<file path="src/rtl/pwm_pkg.sv">
// Shared types and helpers for the PWM compare path.
package pwm_pkg;

    // Default datapath width; matches the carrier counter in PWMGenTop.
    localparam int DEFAULT_BIT_WIDTH = 16;

    typedef enum logic [1:0] {
        RAMP_IDLE,
        RAMP_SETTLED,
        RAMP_RAMPING
    } ramp_state_t;

    // Unsigned minimum, used for clamping against the carrier peak.
    // Sized by the package width, so a wider datapath is configured here.
    function automatic logic [DEFAULT_BIT_WIDTH-1:0] min_u(
        input logic [DEFAULT_BIT_WIDTH-1:0] a,
        input logic [DEFAULT_BIT_WIDTH-1:0] b
    );
        return (a < b) ? a : b;
    endfunction

endpackage

</file>
<file path="src/rtl/pwm_slew_step.sv">
// One slew step: moves current toward target by at most step.
// A step of zero means "no limit": the result is the target itself.
module pwm_slew_step #(
    parameter int BIT_WIDTH = 16
) (
    input  logic [BIT_WIDTH-1:0] current,
    input  logic [BIT_WIDTH-1:0] target,
    input  logic [BIT_WIDTH-1:0] step,
    output logic [BIT_WIDTH-1:0] next_value
);

    // One extra bit keeps the signed difference exact for any pair of inputs.
    logic signed [BIT_WIDTH:0] diff;
    logic        [BIT_WIDTH:0] mag;
    logic                      reach;

    assign diff  = $signed({1'b0, target}) - $signed({1'b0, current});
    assign mag   = diff[BIT_WIDTH] ? $unsigned(-diff) : $unsigned(diff);
    assign reach = (step == '0) || (mag <= {1'b0, step});

    // Land exactly on the target when it is within one step; otherwise move
    // a full step in the direction of the difference (cannot overshoot/wrap).
    always_comb begin
        next_value = target;
        if (!reach) begin
            next_value = diff[BIT_WIDTH] ? (current - step) : (current + step);
        end
    end

endmodule

</file>
<file path="src/rtl/pwm_compare_ramp.sv">
// Compare-word generator: accepts a duty target, clamps it to the carrier
// peak and slews Compare toward it once per carrier period.
module pwm_compare_ramp
    import pwm_pkg::*;
#(
    parameter int BIT_WIDTH = DEFAULT_BIT_WIDTH
) (
    input  logic                 MClk,
    input  logic                 Rst,
    input  logic                 Enable,
    input  logic                 PeriodSync,
    input  logic [BIT_WIDTH-1:0] PWMMaxCount,
    input  logic [BIT_WIDTH-1:0] RampStep,
    input  logic [BIT_WIDTH-1:0] TargetCompare,
    input  logic                 TargetValid,
    output logic                 TargetReady,
    output logic [BIT_WIDTH-1:0] Compare,
    output logic                 CompareUpdated,
    output logic                 AtTarget
);

    ramp_state_t          state_reg, state_next;
    logic [BIT_WIDTH-1:0] compare_reg, compare_next;
    logic [BIT_WIDTH-1:0] target_reg, target_next;
    logic                 updated_reg;
    logic                 at_target_reg;

    logic [BIT_WIDTH-1:0] cur_clamped;
    logic [BIT_WIDTH-1:0] tgt_clamped;
    logic [BIT_WIDTH-1:0] accept_value;
    logic [BIT_WIDTH-1:0] slew_value;
    logic                 accept;

    // Ready whenever not mid-ramp and enabled; an Enable drop freezes intake
    // until the next period start. Held low while reset is asserted.
    assign TargetReady = ~Rst & Enable & (state_reg != RAMP_RAMPING);
    assign accept      = TargetValid & TargetReady;

    // A lowered carrier peak pulls both Compare and target down without slew.
    assign cur_clamped  = min_u(compare_reg, PWMMaxCount);
    assign tgt_clamped  = min_u(target_reg, PWMMaxCount);
    assign accept_value = min_u(TargetCompare, PWMMaxCount);

    pwm_slew_step #(
        .BIT_WIDTH (BIT_WIDTH)
    ) u_slew (
        .current    (cur_clamped),
        .target     (tgt_clamped),
        .step       (RampStep),
        .next_value (slew_value)
    );

    // Next-state logic: Compare only moves at a period start; an accept
    // never moves Compare itself, only the target and state.
    always_comb begin
        state_next   = state_reg;
        compare_next = compare_reg;
        target_next  = target_reg;

        if (PeriodSync) begin
            if (!Enable) begin
                compare_next = '0;
                target_next  = '0;
                state_next   = RAMP_IDLE;
            end else begin
                target_next = tgt_clamped;
                if (state_reg == RAMP_RAMPING) begin
                    compare_next = slew_value;
                    if (slew_value == tgt_clamped) begin
                        state_next = RAMP_SETTLED;
                    end
                end else begin
                    compare_next = cur_clamped;
                end
            end
        end

        // Accept is only possible in IDLE/SETTLED with Enable high, so it
        // never collides with the ramp or disable paths above.
        if (accept) begin
            target_next = accept_value;
            state_next  = (accept_value == compare_next) ? RAMP_SETTLED : RAMP_RAMPING;
        end
    end

    // State, Compare, target and the two status flops.
    always_ff @(posedge MClk or posedge Rst) begin
        if (Rst) begin
            state_reg     <= RAMP_IDLE;
            compare_reg   <= '0;
            target_reg    <= '0;
            updated_reg   <= 1'b0;
            at_target_reg <= 1'b0;
        end else begin
            state_reg     <= state_next;
            compare_reg   <= compare_next;
            target_reg    <= target_next;
            updated_reg   <= (compare_next != compare_reg);
            at_target_reg <= (state_next == RAMP_SETTLED) && (compare_next == target_next);
        end
    end

    assign Compare        = compare_reg;
    assign CompareUpdated = updated_reg;
    assign AtTarget       = at_target_reg;

endmodule
</file>
<file path="config.mk">
export PLATFORM = sky130hd
export DESIGN_NAME = pwm_compare_ramp
export DESIGN_NICKNAME = d
export VERILOG_FILES = /design/src/rtl/pwm_pkg.sv /design/src/rtl/pwm_slew_step.sv /design/src/rtl/pwm_compare_ramp.sv
export SDC_FILE = /design/constraint.sdc
export NUM_CORES = 1
export LEC_CHECK = 0
export ABC_CLOCK_PERIOD_IN_PS = 11810
export CORE_ASPECT_RATIO = 1.2
export CORE_MARGIN = 2
export CORE_UTILIZATION = 45
export CTS_CLUSTER_DIAMETER = 100
export CTS_CLUSTER_SIZE = 8
export DETAILED_ROUTE_END_ITERATION = 8
export GPL_ROUTABILITY_DRIVEN = 0
export GPL_TIMING_DRIVEN = 0
export HOLD_SLACK_MARGIN = 0.12
export PLACE_DENSITY = 0.65
export SYNTH_ARGS = -nofsm -noshare
export SYNTH_HDL_FRONTEND = slang
export SYNTH_HIERARCHICAL = 1
export SYNTH_SLANG_ARGS = --single-unit
</file>
<file path="constraint.sdc">
create_clock -name MClk -period 11.81 [get_ports MClk]
set_input_delay 2.362 -clock MClk [delete_from_list [all_inputs] [get_ports MClk]]
set_output_delay 2.362 -clock MClk [all_outputs]
set_load 0.05 [all_outputs]
</file>
==> results.ini <==
[status]
status = finished clean

[placement]
dpl_cell_area_um2 = 8350
port_buffers = 66
place_ws_ns = -1.99
hpwl_mm = 23.1

[finish]
layout_commonest_cell = ha_1
layout.nets = 1204
final_cell_mix = ha_1 (94), inv_1 (89), a21oi_1 (68), nand2_1 (65), o21ai_0 (63)
finalInstanceArea_um2 = 8850
fin_util_pct = 54.6
final_layout_size_suffix_gt1_share_pct = 12.6
n_antenna_cell = 0
area_delta_synth_final_pct = 19.3

[sta]
fmax_ghz = 0.0874
fin_crit_sh_pct = 96.9
tightest_slew_ns = 0.815
slew_violations = 0
finalHoldViolCount = 0
setup_viol = 0
max_slew_margin_pct = 45.6
clock_skew_ns = 0.00977
worst_slack_ns = 0.362
timing.final.crit_period_ns = 11.45

[logic_synthesis]
syn_avg_cell_area_um2 = 7.67
synth_largest_area_cell = ha_1
synth_cells = 968
seq_area_frac_synth_pct = 12.1
synth_edf_count = 0
synth_mux_area_share_pct = 8.67
synthAdderAreaFrac_pct = 16.4
synth_area_um2 = 7420
synth_top_family_by_area = compound AO/OA/AOI/OAI gates
syn_nets = 1117
synth_compound_gate_area_share_pct = 29.8
synth-simple-area-share_pct = 16.3
ys_warn_count = 6
yosys.cell_types.count = 83
async_flop_share_pct = 100
synth_ff_type = dfrtp_1
synth_top_area_share_pct = 15.8
synth-seq-cells = 36
synthTopCellsByArea = ha_1 (16%), dfrtp_1 (12%), xnor2_1 (5.5%)
synth_xor_area_share_pct = 9.91

[clock_tree]
htree_levels = 2
cts.root.buffer_cell = clkbuf_16
path_clk_slew_ns = 0.06
cts_tree = done
clk_latency_ns = 0.29
clock_path_buffers = 2
cts.hold.buffers_added = 0
cts_buffers = 5
clock_sinks = 36

[worst_setup_path]
crit_top_cell = ha_1
crit_slowest_cell = or4_4
cp-end-kind = flip-flop
critPathRequiredTime_ns = 12.01
crit_path_max_fanout = 10
worstPathArrival_ns = 11.65
critPathLaunchType = input pin
crit_type = input pin to flip-flop
cp_slowest_stage_delay_ns = 0.59

[detailed_routing]
route.detailed.wl_per_inst_um = 23.0
antenna_left = 0
num_vias = 8235
post_drt_via_cell_ratio = 6.49
drt-total-wl_mm = 29.2
drt-initial-drc-count = 880
drc = 0
drt_first_pass_iters = 9

[run]
cap_violations = 0

[global_route]
grt_pass1_wl_mm = 42.8
antenna_found_initial = 0
grt_max_degree = 37
grt_usage_pct = 32.3
grt_pass1_vias = 7732
grt-ovfl-total = 0

[floorplan]
coreArea_um2 = 16200
pin_count = 72
dieArea_um2 = 17500
num_rows = 51
die-height_um = 145
start_util_pct = 45.8
die_w_um = 121

[hold_path]
min_path_type = flip-flop to flip-flop

[final cells by class]
cell class              instances  area, um^2
multi-input cells             802        6220
flip-flops and latches         36         901
clock inverters                 3        18.8
fillers                      1543        7360
well taps                     212         265
clock buffers                   5         125
repair buffers                 80         773
plain buffers                  31         175
inverters                      99         372
[routing by layer]
layer	GRT usage (%)	part of all wire (%)	vias to the layer above
li1	-	-	3800
met1	37.4	36	3768
met2	53.9	46	506
met3	3.84	9.2	161
met4	25.7	8.9	0
met5	0	0	-
[critical path: cells and delay by family]
kind,cells,cell delay [ns]
adders and majority gates,4,1.19
buffers and inverters,9,1.43
xor gates and xnor gates,1,0.17
muxes,2,0.67
and+or+nand+nor,10,2.05
AOI/OAI and AO/OA,18,3.73
[logic make-up (layout without fill, tap and decap cells)]
logic type,after synthesis,count (layout)
compound gates,324,324
simple gates,240,240
buf+inv,130,218
fa+ha+maj,96,96
xor+xnor,84,84
mux,58,58
flops,36,36
[stage by stage]
step	setup TNS, ns	std cells	hold slack, ns
6_report	0	1268	0.725
4_1_cts	0	1256	0.719
3_3_place_gp	-13.80	1246	0.697
2_1_floorplan	0	968	0.603
3_5_place_dp	-14.51	1246	0.703
5_1_grt	-0.0580	1268	0.746
[cells in the mapped netlist, drive strengths merged (8+ instances only)]
| library cell | number |
|---|---|
| nand2 | 67 |
| a21oi | 72 |
| o21ai | 73 |
| nor2 | 56 |
| ha | 94 |
| inv | 99 |
| and2 | 10 |
| o211ai | 11 |
| nor4 | 19 |
| o22ai | 32 |
| nand4 | 17 |
| a41oi | 8 |
| clkbuf | 23 |
| xor2 | 37 |
| a21o | 19 |
| o21a | 8 |
| a211oi | 9 |
| buf | 8 |
| nor2b | 8 |
| xnor2 | 47 |
| nor3 | 16 |
| dfrtp | 36 |
| mux2 | 23 |
| and3 | 9 |
| a31oi | 15 |
| nand3 | 13 |
| mux2i | 35 |
[timing repair]
| item | 4_1_cts | 5_1_grt |
|---|---|---|
| endpoints found under the setup margin | 18 | 4 |
| hold endpoints to repair | 0 | 0 |
| pin swaps | 0 | 4 |
| gates resized for setup | 51 | 49 |
| setup buffers | 2 | 11 |
| cloned | 0 | 1 |
[worst paths after layout]
kind	cells past startpoint	to	slack [ns]	start
max in group asynchronous	2	Compare[10]	8.71	Rst
min in group asynchronous	2	state_reg[1]	2.58	Rst
worst max-delay path	44	AtTarget	0.36	PWMMaxCount[15]
worst min-delay path	2	target_reg[0]	0.73	target_reg[0]
worst min register to register	2	target_reg[0]	0.73	target_reg[0]
worst max register to register	40	AtTarget	2.21	Compare[15]
Power is left out: the tool's default activity adds up to more than one toggle a clock period on the data nets, which glitch-free logic cannot reach.
